$ cat src/rtl/hack_uart_tx_if.sv
// CPU-side write/status bundle for the Hack UART transmitter.
// The master is the CPU write-decode logic and the slave is the transmitter.
interface hack_uart_tx_if;
   logic       i_WR_EN;
   logic [7:0] i_WR_DATA;
   logic       i_CLR_OVF;
   logic       o_Serial_TX;
   logic       o_BUSY;
   logic       o_FULL;
   logic       o_EMPTY;
   logic       o_OVERFLOW;

   modport master (
      output i_WR_EN, i_WR_DATA, i_CLR_OVF,
      input  o_Serial_TX, o_BUSY, o_FULL, o_EMPTY, o_OVERFLOW
   );

   modport slave (
      input  i_WR_EN, i_WR_DATA, i_CLR_OVF,
      output o_Serial_TX, o_BUSY, o_FULL, o_EMPTY, o_OVERFLOW
   );
endinterface

$ cat src/rtl/hack_uart_tx.sv
// Memory-mapped 8N1 UART transmitter for the Hack computer.
// A small FIFO feeds a start/data/stop frame FSM clocked by 16x-style oversampled baud counters.
module hack_uart_tx #(
   parameter int unsigned CLKS_PER_TICK = 325,
   parameter int unsigned TICKS_PER_BIT = 16,
   parameter int unsigned FIFO_DEPTH    = 4
) (
   input  logic          i_CLK,
   input  logic          i_RESET,
   hack_uart_tx_if.slave bus
);

   localparam int unsigned PtrW  = (FIFO_DEPTH > 1) ? $clog2(FIFO_DEPTH) : 1;
   localparam int unsigned CntW  = PtrW + 1;
   localparam int unsigned TickW = (CLKS_PER_TICK > 1) ? $clog2(CLKS_PER_TICK) : 1;
   localparam int unsigned SubW  = (TICKS_PER_BIT > 1) ? $clog2(TICKS_PER_BIT) : 1;

   localparam logic [TickW-1:0] TickMax = TickW'(CLKS_PER_TICK - 1);
   localparam logic [SubW-1:0]  SubMax  = SubW'(TICKS_PER_BIT - 1);
   localparam logic [CntW-1:0]  CntFull = CntW'(FIFO_DEPTH);

   typedef enum logic [1:0] {StIdle, StStart, StData, StStop} state_e;

   state_e            state_q, state_d;
   logic [TickW-1:0]  tick_q, tick_d;
   logic [SubW-1:0]   sub_q, sub_d;
   logic [2:0]        bit_q, bit_d;
   logic [7:0]        shift_q, shift_d;
   logic              tx_q, tx_d;
   logic              ovf_q, ovf_d;
   logic [PtrW-1:0]   wr_ptr_q, wr_ptr_d;
   logic [PtrW-1:0]   rd_ptr_q, rd_ptr_d;
   logic [CntW-1:0]   count_q, count_d;
   logic [7:0]        mem_q [FIFO_DEPTH];

   logic full, empty, push, pop, bit_end;

   assign full    = (count_q == CntFull);
   assign empty   = (count_q == '0);
   assign bit_end = (tick_q == TickMax) && (sub_q == SubMax);

   // Frame FSM and baud counters.
   always_comb begin
      state_d = state_q;
      tick_d  = tick_q;
      sub_d   = sub_q;
      bit_d   = bit_q;
      shift_d = shift_q;
      tx_d    = tx_q;
      pop     = 1'b0;

      if (state_q != StIdle) begin
         if (tick_q == TickMax) begin
            tick_d = '0;
            sub_d  = (sub_q == SubMax) ? '0 : sub_q + SubW'(1);
         end else begin
            tick_d = tick_q + TickW'(1);
         end
      end

      unique case (state_q)
         StIdle: begin
            tx_d = 1'b1;
            if (!empty) begin
               pop     = 1'b1;
               shift_d = mem_q[rd_ptr_q];
               tick_d  = '0;
               sub_d   = '0;
               tx_d    = 1'b0;
               state_d = StStart;
            end
         end
         StStart: begin
            if (bit_end) begin
               tx_d    = shift_q[0];
               shift_d = {1'b1, shift_q[7:1]};
               bit_d   = 3'd0;
               state_d = StData;
            end
         end
         StData: begin
            if (bit_end) begin
               if (bit_q == 3'd7) begin
                  tx_d    = 1'b1;
                  state_d = StStop;
               end else begin
                  tx_d    = shift_q[0];
                  shift_d = {1'b1, shift_q[7:1]};
                  bit_d   = bit_q + 3'd1;
               end
            end
         end
         StStop: begin
            if (bit_end) begin
               if (!empty) begin
                  // Next byte starts straight out of the stop bit, no idle gap.
                  pop     = 1'b1;
                  shift_d = mem_q[rd_ptr_q];
                  tx_d    = 1'b0;
                  state_d = StStart;
               end else begin
                  tx_d    = 1'b1;
                  state_d = StIdle;
               end
            end
         end
         default: state_d = StIdle;
      endcase
   end

   // FIFO bookkeeping; full is the pre-edge value, so a write while full drops even with a pop.
   always_comb begin
      push     = bus.i_WR_EN && !full;
      wr_ptr_d = push ? wr_ptr_q + PtrW'(1) : wr_ptr_q;
      rd_ptr_d = pop ? rd_ptr_q + PtrW'(1) : rd_ptr_q;
      count_d  = count_q;
      unique case ({push, pop})
         2'b10:   count_d = count_q + CntW'(1);
         2'b01:   count_d = count_q - CntW'(1);
         default: count_d = count_q;
      endcase
      ovf_d = ovf_q;
      if (bus.i_WR_EN && full) begin
         ovf_d = 1'b1;
      end else if (bus.i_CLR_OVF) begin
         ovf_d = 1'b0;
      end
   end

   always_ff @(posedge i_CLK) begin
      if (i_RESET) begin
         state_q  <= StIdle;
         tick_q   <= '0;
         sub_q    <= '0;
         bit_q    <= '0;
         shift_q  <= '0;
         tx_q     <= 1'b1;
         ovf_q    <= 1'b0;
         wr_ptr_q <= '0;
         rd_ptr_q <= '0;
         count_q  <= '0;
      end else begin
         state_q  <= state_d;
         tick_q   <= tick_d;
         sub_q    <= sub_d;
         bit_q    <= bit_d;
         shift_q  <= shift_d;
         tx_q     <= tx_d;
         ovf_q    <= ovf_d;
         wr_ptr_q <= wr_ptr_d;
         rd_ptr_q <= rd_ptr_d;
         count_q  <= count_d;
      end
   end

   always_ff @(posedge i_CLK) begin
      if (push) begin
         mem_q[wr_ptr_q] <= bus.i_WR_DATA;
      end
   end

   assign bus.o_Serial_TX = tx_q;
   assign bus.o_BUSY      = (state_q != StIdle) || !empty;
   assign bus.o_FULL      = full;
   assign bus.o_EMPTY     = empty;
   assign bus.o_OVERFLOW  = ovf_q;

endmodule

$ cat src/flat_wrapper.sv
// flat-port wrapper written by rule: the top's interface ports become plain ports
module hack_uart_tx_flat 
#(
   parameter int unsigned CLKS_PER_TICK = 325,
   parameter int unsigned TICKS_PER_BIT = 16,
   parameter int unsigned FIFO_DEPTH    = 4
)
  (i_CLK, i_RESET, bus_i_WR_EN, bus_i_WR_DATA, bus_i_CLR_OVF, bus_o_Serial_TX, bus_o_BUSY, bus_o_FULL, bus_o_EMPTY, bus_o_OVERFLOW);
  hack_uart_tx_if bus_i ();
  input  logic i_CLK;
  input  logic i_RESET;
  input wire logic [$bits(bus_i.i_WR_EN)-1:0] bus_i_WR_EN;
  input wire logic [$bits(bus_i.i_WR_DATA)-1:0] bus_i_WR_DATA;
  input wire logic [$bits(bus_i.i_CLR_OVF)-1:0] bus_i_CLR_OVF;
  output wire logic [$bits(bus_i.o_Serial_TX)-1:0] bus_o_Serial_TX;
  output wire logic [$bits(bus_i.o_BUSY)-1:0] bus_o_BUSY;
  output wire logic [$bits(bus_i.o_FULL)-1:0] bus_o_FULL;
  output wire logic [$bits(bus_i.o_EMPTY)-1:0] bus_o_EMPTY;
  output wire logic [$bits(bus_i.o_OVERFLOW)-1:0] bus_o_OVERFLOW;
  assign bus_i.i_WR_EN = bus_i_WR_EN;
  assign bus_i.i_WR_DATA = bus_i_WR_DATA;
  assign bus_i.i_CLR_OVF = bus_i_CLR_OVF;
  assign bus_o_Serial_TX = bus_i.o_Serial_TX;
  assign bus_o_BUSY = bus_i.o_BUSY;
  assign bus_o_FULL = bus_i.o_FULL;
  assign bus_o_EMPTY = bus_i.o_EMPTY;
  assign bus_o_OVERFLOW = bus_i.o_OVERFLOW;
  hack_uart_tx #(.CLKS_PER_TICK(CLKS_PER_TICK), .TICKS_PER_BIT(TICKS_PER_BIT), .FIFO_DEPTH(FIFO_DEPTH)) u_core (.i_CLK(i_CLK), .i_RESET(i_RESET), .bus(bus_i));
endmodule
$ cat config.mk
export PLATFORM = sky130hd
export DESIGN_NAME = hack_uart_tx_flat
export DESIGN_NICKNAME = d
export VERILOG_FILES = /design/src/rtl/hack_uart_tx_if.sv /design/src/rtl/hack_uart_tx.sv /design/src/flat_wrapper.sv
export SDC_FILE = /design/constraint.sdc
export NUM_CORES = 1
export LEC_CHECK = 0
export ABC_AREA = 1
export CORE_ASPECT_RATIO = 1.1
export CORE_MARGIN = 2
export CORE_UTILIZATION = 50
export CTS_BUF_LIST = sky130_fd_sc_hd__clkbuf_16
export CTS_CLUSTER_DIAMETER = 40
export DETAILED_ROUTE_END_ITERATION = 6
export PLACE_DENSITY = 0.68
export SYNTH_ARGS = -nofsm -noshare
export SYNTH_HDL_FRONTEND = slang
export SYNTH_SLANG_ARGS = --single-unit
$ cat constraint.sdc
create_clock -name i_CLK -period 2.75 [get_ports i_CLK]
set_input_delay 0.825 -clock i_CLK [delete_from_list [all_inputs] [get_ports i_CLK]]
set_output_delay 0.825 -clock i_CLK [all_outputs]
set_load 0.02 [all_outputs]
# After elaboration in Yosys (flattened, before gate mapping)
# Memory sizes are Yosys's and may differ from the RTL's. A register that Yosys moved wholly into a read port is not among the register bits.
# Cells that the tools add are included.
[word_totals]
ff_bits = 35
latchBits = 0
mem_bits_rw = 32
mem_bits_ro = 0
input_bits = 12
out_inout_bits = 5
elab_cells = 91
mem_count = 1
[op_classes]
addsub = 7
mul = 0
div_mod_pow = 0
magnitude_cmp = 0
eq_ne = 15
shift = 0
muxes = 42
bitwise = 0
n_reduce_logical = 16
[memory_table]
columns = ["name", "words", "word_bits", "read_ports", "rd_clocked_by_memory_dff", "wr", "line", "source"]
rows = [
  ["u_core.mem_q", 4, 8, 1, 1, 1, "hack_uart_tx.sv:34", "logic [7:0] mem_q [FIFO_DEPTH];"],
]
[ops]
columns = ["cell", "n"]
rows = [
  ["$mux W8", 5],
  ["$mux W9", 4],
  ["$pmux W8 S4", 1],
  ["$mux W4", 5],
  ["$mux W2", 7],
  ["$mux W1", 12],
  ["$pmux W3 S2", 2],
  ["$add A9 B1 Y9 const B", 1],
  ["$eq A9 B9 Y1 const B", 1],
  ["$mux W3", 3],
  ["$ne A2 B1 Y1 const B", 4],
  ["$pmux W2 S4", 1],
  ["$reduce_and A4 Y1", 2],
  ["$reduce_bool A2 Y1", 4],
  ["$add A3 B1 Y3 const B", 2],
  ["$eq A2 B2 Y1 const B", 3],
  ["$eq A3 B3 Y1 const B", 2],
  ["$reduce_and A5 Y1", 1],
  ["$add A2 B1 Y2 const B", 2],
  ["$add A4 B1 Y4 const B", 1],
  ["$eq A2 B1 Y1 const B", 2],
  ["$eq A4 B4 Y1 const B", 1],
  ["$ne A2 B2 Y1 const B", 2],
  ["$pmux W1 S4", 1],
  ["8 further kinds", 11],
]

# Logic depth before layout (Yosys ltp)
[logic_depth]
depth_word = 6
depth_mapped = 15
ltp_nobuf = 15

# Least setup slack after synthesis
# No wires, ideal clock.
[synth_path]
path_type = "register -> register"
startpoint = "register u_core.tick_q[0]"
endpoint = "register u_core.count_q[2]"
setup_time_ns = 0.122
arrival_ns = 2.030
required_time_ns = 2.628
setup_slack_ns = 0.598
stages_incl_launch_ff = 16
n_path_buf = 0
period_less_slack_ns = 2.152
path_cell_list = "dfxtp_1 > inv_1 > ha_1 > nand2_1 > inv_1 > nand2_1 > nor2_2 > nand3_1 > a21oi_1 > ha_1 > inv_1 > fa_1 > a21oi_1 > o21ai_0 > o21ai_0 > a21oi_1"
[synth_between]
elab_chain_len = 6
elab_cells_between_ends = 8
cone_classes = "3 x eq/ne; 3 x mux; 2 x reduce/logical"
[synth_rtl]
columns = ["element", "line", "source"]
rows = [
  ["start, declared", "hack_uart_tx.sv:25", "logic [TickW-1:0] tick_q, tick_d;"],
  ["start signal, assigned", "hack_uart_tx.sv:144", "tick_q <= tick_d;"],
  ["$eq A9 B9 Y1 (*)", "hack_uart_tx.sv:40", "assign bit_end = (tick_q == TickMax) && (sub_q == SubMax);"],
  ["$logic_and A1 B1 Y1 (*)", "hack_uart_tx.sv:40", ""],
  ["$mux W1 (*)", "hack_uart_tx.sv:94", "if (bit_end) begin"],
  ["$pmux W1 S2 (*)", "hack_uart_tx.sv:61", "unique case (state_q)"],
  ["via u_core.pop", "hack_uart_tx.sv:36", "logic full, empty, push, pop, bit_end;"],
  ["$eq A2 B1 Y1 / $eq A2 B2 Y1 (equally long branches)", "hack_uart_tx.sv:117", "unique case ({push, pop})"],
  ["$pmux W3 S2 / $reduce_bool A2 Y1 (equally long branches)", "--", ""],
  ["end signal, assigned", "hack_uart_tx.sv:152", "count_q <= count_d;"],
  ["end, declared", "hack_uart_tx.sv:33", "logic [CntW-1:0] count_q, count_d;"],
]
# Mark *: on every way through the listed nets, which the timed path passes. The rest lies on a longest branch.
# A chain may end at the register's enable or synchronous reset.

# Worst setup path after layout
[layout_path]
startpoint = "register u_core.count_q[0]"
endpoint = "output port bus_o_EMPTY"
[layout_between]
elab_chain_len = 1
[layout_rtl]
columns = ["element", "line", "source"]
rows = [
  ["$logic_not A3 Y1", "hack_uart_tx.sv:39", "assign empty = (count_q == '0);"],
  ["end, declared", "flat_wrapper.sv:18", "output wire logic [$bits(bus_i.o_EMPTY)-1:0] bus_o_EMPTY;"],
]
# Every way passes these cells.

==> Implementation_results.wiki <==
{| class="wikitable"
! Metric !! Value
|-
| Post-synthesis xor/xnor area fraction || 0.805%
|-
| Min-Delay Path Class || register to register
|-
| Crit path max fanout || 4
|-
| Via-to-Cell Ratio || 4.97
|-
| Number of distinct standard cells referenced by the synthesized netlist || 28
|-
| Post-synthesis instance total || 389
|-
| Count of routing violations after the opening detailed-route iteration || 120
|-
| Quantity of I/O buffers inserted on ports || 16
|-
| Multiplexer fraction of the synthesized cell area || 0%
|-
| Overall die height || 88.7 microns
|-
| Data required time at the worst endpoint || around 1900 ps
|-
| Simple logic cell fraction of the synthesized area || between 20% and 30%
|-
| Largest cells by area after synthesis || sky130_fd_sc_hd__edfxtp_1 (29%), sky130_fd_sc_hd__dfxtp_1 (23%), sky130_fd_sc_hd__nand2_1 (9.0%), sky130_fd_sc_hd__nor2_1 (7.1%), sky130_fd_sc_hd__o21ai_0 (5.7%)
|-
| Starting utilization of the core area || 52.4%
|-
| Synth-to-layout area growth || 17.4%
|-
| Core outline area || 6230 sq um
|-
| Leakage Power || 1.56 nW
|-
| Detailed-router iteration count before antenna repair || 4
|-
| Number of antenna violations at the first check in global routing || 0
|-
| # DRC || 0
|-
| Complex-gate fraction of the synthesized area || 9.97%
|-
| Vias in the first global route || 2327
|-
| Sum of routed wire length over all layers || 6210 microns
|-
| Number of diodes || 0
|-
| Worst reg-to-reg setup slack || 380 ps
|-
| Total of max-cap violations || 0
|-
| Type of destination of the critical path || output pin
|-
| Maximum number of pins on one net before global-route repair || 19
|-
| Number of nets produced by synthesis || between 400 and 500
|-
| Cell area reported after detailed placement || roughly 3500 sq um
|-
| Status || finished, final reports clean
|-
| Sequential cell area fraction in the yosys report || 52.1%
|-
| Final Skew || 7.88 ps
|-
| Max IR drop VDD || 0.551 mV
|-
| Final instance area || approximately 3800 sq um
|-
| Classification of the worst setup path || register to output pin
|-
| Buffer count from post-CTS setup fixing || 0
|-
| Setup TNS after final layout || 0 ps
|-
| Clock root buffer || sky130_fd_sc_hd__clkbuf_16
|-
| Cell Area, Synth || 3260 sq um
|-
| Clk buf depth || 2
|-
| Ratio of total power to cell area || 995 nW/um^2
|-
| Number of endpoints failing setup at the final stage || 0
|-
| Measured slew at the worst slew-check pin || 545 ps
|-
| Fraction of layout instances using a drive strength above 1 || around a tenth
|-
| Average size of a mapped cell || 8.39 sq um
|-
| Via count || 2487
|-
| Slew margin rel. || a little under two thirds
|-
| Final Slew Violations || 0
|-
| Startpoint kind of the worst setup timing path || register
|-
| DP HPWL || 4220 microns
|-
| Leftover overflow at the end of global routing || 0
|-
| Synthesized-area fraction occupied by adder cells || 5.98%
|-
| All-Layer GR Usage || 19.5%
|-
| Final count of hold timing violations || 0
|-
| Horizontal extent of the die || about 80 microns
|-
| Die outline area || between 7000 and 8000 sq um
|-
| Number of placement rows || 30
|-
| Final min period || 2530 ps
|-
| Nets || 442
|-
| Clock-pin slew on the worst setup and hold paths || 50 ps
|-
| RSZ-0062 raised after global routing || false
|-
| Number of hold buffers added after cts || 0
|-
| Share of the core filled with cells || 61.5%
|-
| Largest family of logic cells by synthesized area || simple AND/OR/NAND/NOR gates
|-
| Area share of the leading cell type in the synthesized netlist || between 20% and 30%
|-
| Global-route wire length before repair || 10600 microns
|-
| Flop and latch count out of synthesis || 69
|-
| TritonCTS buffer count || 9
|-
| Antenna-violating nets left || 0
|-
| Count of H-tree levels built during CTS || 3
|-
| CTS tree || done
|-
| Top-Level Pins || 17
|-
| Clk Latency, worst-skew pair || 330 ps
|-
| Count of clock tree sinks || between 60 and 70
|-
| Data arrival at the endpoint of the critical path || approximately 1700 ps
|-
| Period utilisation layout || about nine tenths
|-
| Smallest hold slack || 469 ps
|-
| Warnings from Yosys || 0
|-
| Max Clock Freq || roughly 400 MHz
|-
| Placer congestion estimate || ~0.80
|-
| Wire per inst || around 12 microns
|-
| Post_cts resized || 0
|-
| Post-synth top area cell || sky130_fd_sc_hd__edfxtp_1
|}
## per-stage QoR
stage	setup WS [ps]	power [mW]	std cells
after floorplan	598	2.36	389
after global placement	301	2.64	484
after detailed placement	261	2.68	484
after CTS	58.0	3.85	500
after global routing	119	4.10	500
final	222	3.82	500
## power by group
part           total [mW]  internal [mW]  switching, mW
sequential           1.33           1.24         0.0895
clock                1.15          0.704          0.442
combinational        1.34          0.464          0.880
## layout make-up
class / count / area, sq um
Fill cell: 554 / 2400
Sequential cell: 69 / 1700
Multi-Input combinational cell: 263 / 1330
Clock buffer: 9 / 225
Timing Repair Buffer: 23 / 215
Inverter: 49 / 184
Tap cell: 80 / 100
Clock inverter: 7 / 75.1
## cell usage after synthesis (all sizes together)
library cell,n
nor3,8
xor2,3
o21ai,37
nand4,2
nand2,84
edfxtp,32
buf,5
o211ai,1
a21oi,22
a211oi,2
or2,6
and3,1
nand3,14
clkinv,1
inv,48
fa,1
clkbuf,3
nor3b,1
ha,14
nor2,66
dfxtp,37
o21a,1
## layout by cell type (no fill, tap or decap), types with 7 or more instances in the layout
master	instances
sky130_fd_sc_hd__a21oi_1	22
sky130_fd_sc_hd__buf_4	7
sky130_fd_sc_hd__clkbuf_16	9
sky130_fd_sc_hd__clkdlybuf4s50_1	15
sky130_fd_sc_hd__dfxtp_1	37
sky130_fd_sc_hd__edfxtp_1	32
sky130_fd_sc_hd__ha_1	14
sky130_fd_sc_hd__inv_1	46
sky130_fd_sc_hd__nand2_1	78
sky130_fd_sc_hd__nand3_1	14
sky130_fd_sc_hd__nor2_1	61
sky130_fd_sc_hd__nor3_1	7
sky130_fd_sc_hd__o21ai_0	37
## routing by layer
metal  GRT usage, %  up-vias  wire, microns  share of wire, %
li1               -     1309              -                 -
met1           25.7     1135           3010                48
met2           31.0       37           2890                46
met3           3.88        6            237               3.8
met4           8.94        0             80               1.3
met5              0        -              0                 0
## cell families (layout without fill, tap and decap cells)
logic type	after synthesis	count (layout)
AO/OA/AOI/OAI	63	63
buffers and inverters	57	88
XOR/XNOR	3	3
AND/OR/NAND/NOR	182	182
adder cells (fa/ha/maj)	15	15
flip-flops	69	69
## critical path, cell delays in order, from the launching register on
cell and delay [ps]:
sky130_fd_sc_hd__dfxtp_1 350, sky130_fd_sc_hd__nor2_2 160, sky130_fd_sc_hd__nand2_1 120, sky130_fd_sc_hd__inv_1 140
sky130_fd_sc_hd__clkdlybuf4s50_1 620
## path summary, 6_finish.rpt
check / startpoint / to / cells after the start
max reg2reg: u_core.tick_q[0]$_SDFF_PP0_ / u_core.count_q[2]$_SDFFE_PP0P_ / 15
max: u_core.count_q[0]$_SDFFE_PP0P_ / bus_o_EMPTY / 4
min: u_core.bus.o_OVERFLOW$_SDFFE_PP0P_ / u_core.bus.o_OVERFLOW$_SDFFE_PP0P_ / 2
min reg2reg: u_core.bus.o_OVERFLOW$_SDFFE_PP0P_ / u_core.bus.o_OVERFLOW$_SDFFE_PP0P_ / 2
## registers in the layout (all words and copies together) (netlist names), named ones only
signal                  cells
u_core.sub_q                4
u_core.wr_ptr_q             2
u_core.mem_q               32
u_core.state_q              2
u_core.bus.o_Serial_TX      1
u_core.count_q              3
u_core.bus.o_OVERFLOW       1
u_core.tick_q               9
u_core.bit_q                3
u_core.rd_ptr_q             2
u_core.shift_q              8
Power figures use the tool's default switching activity.
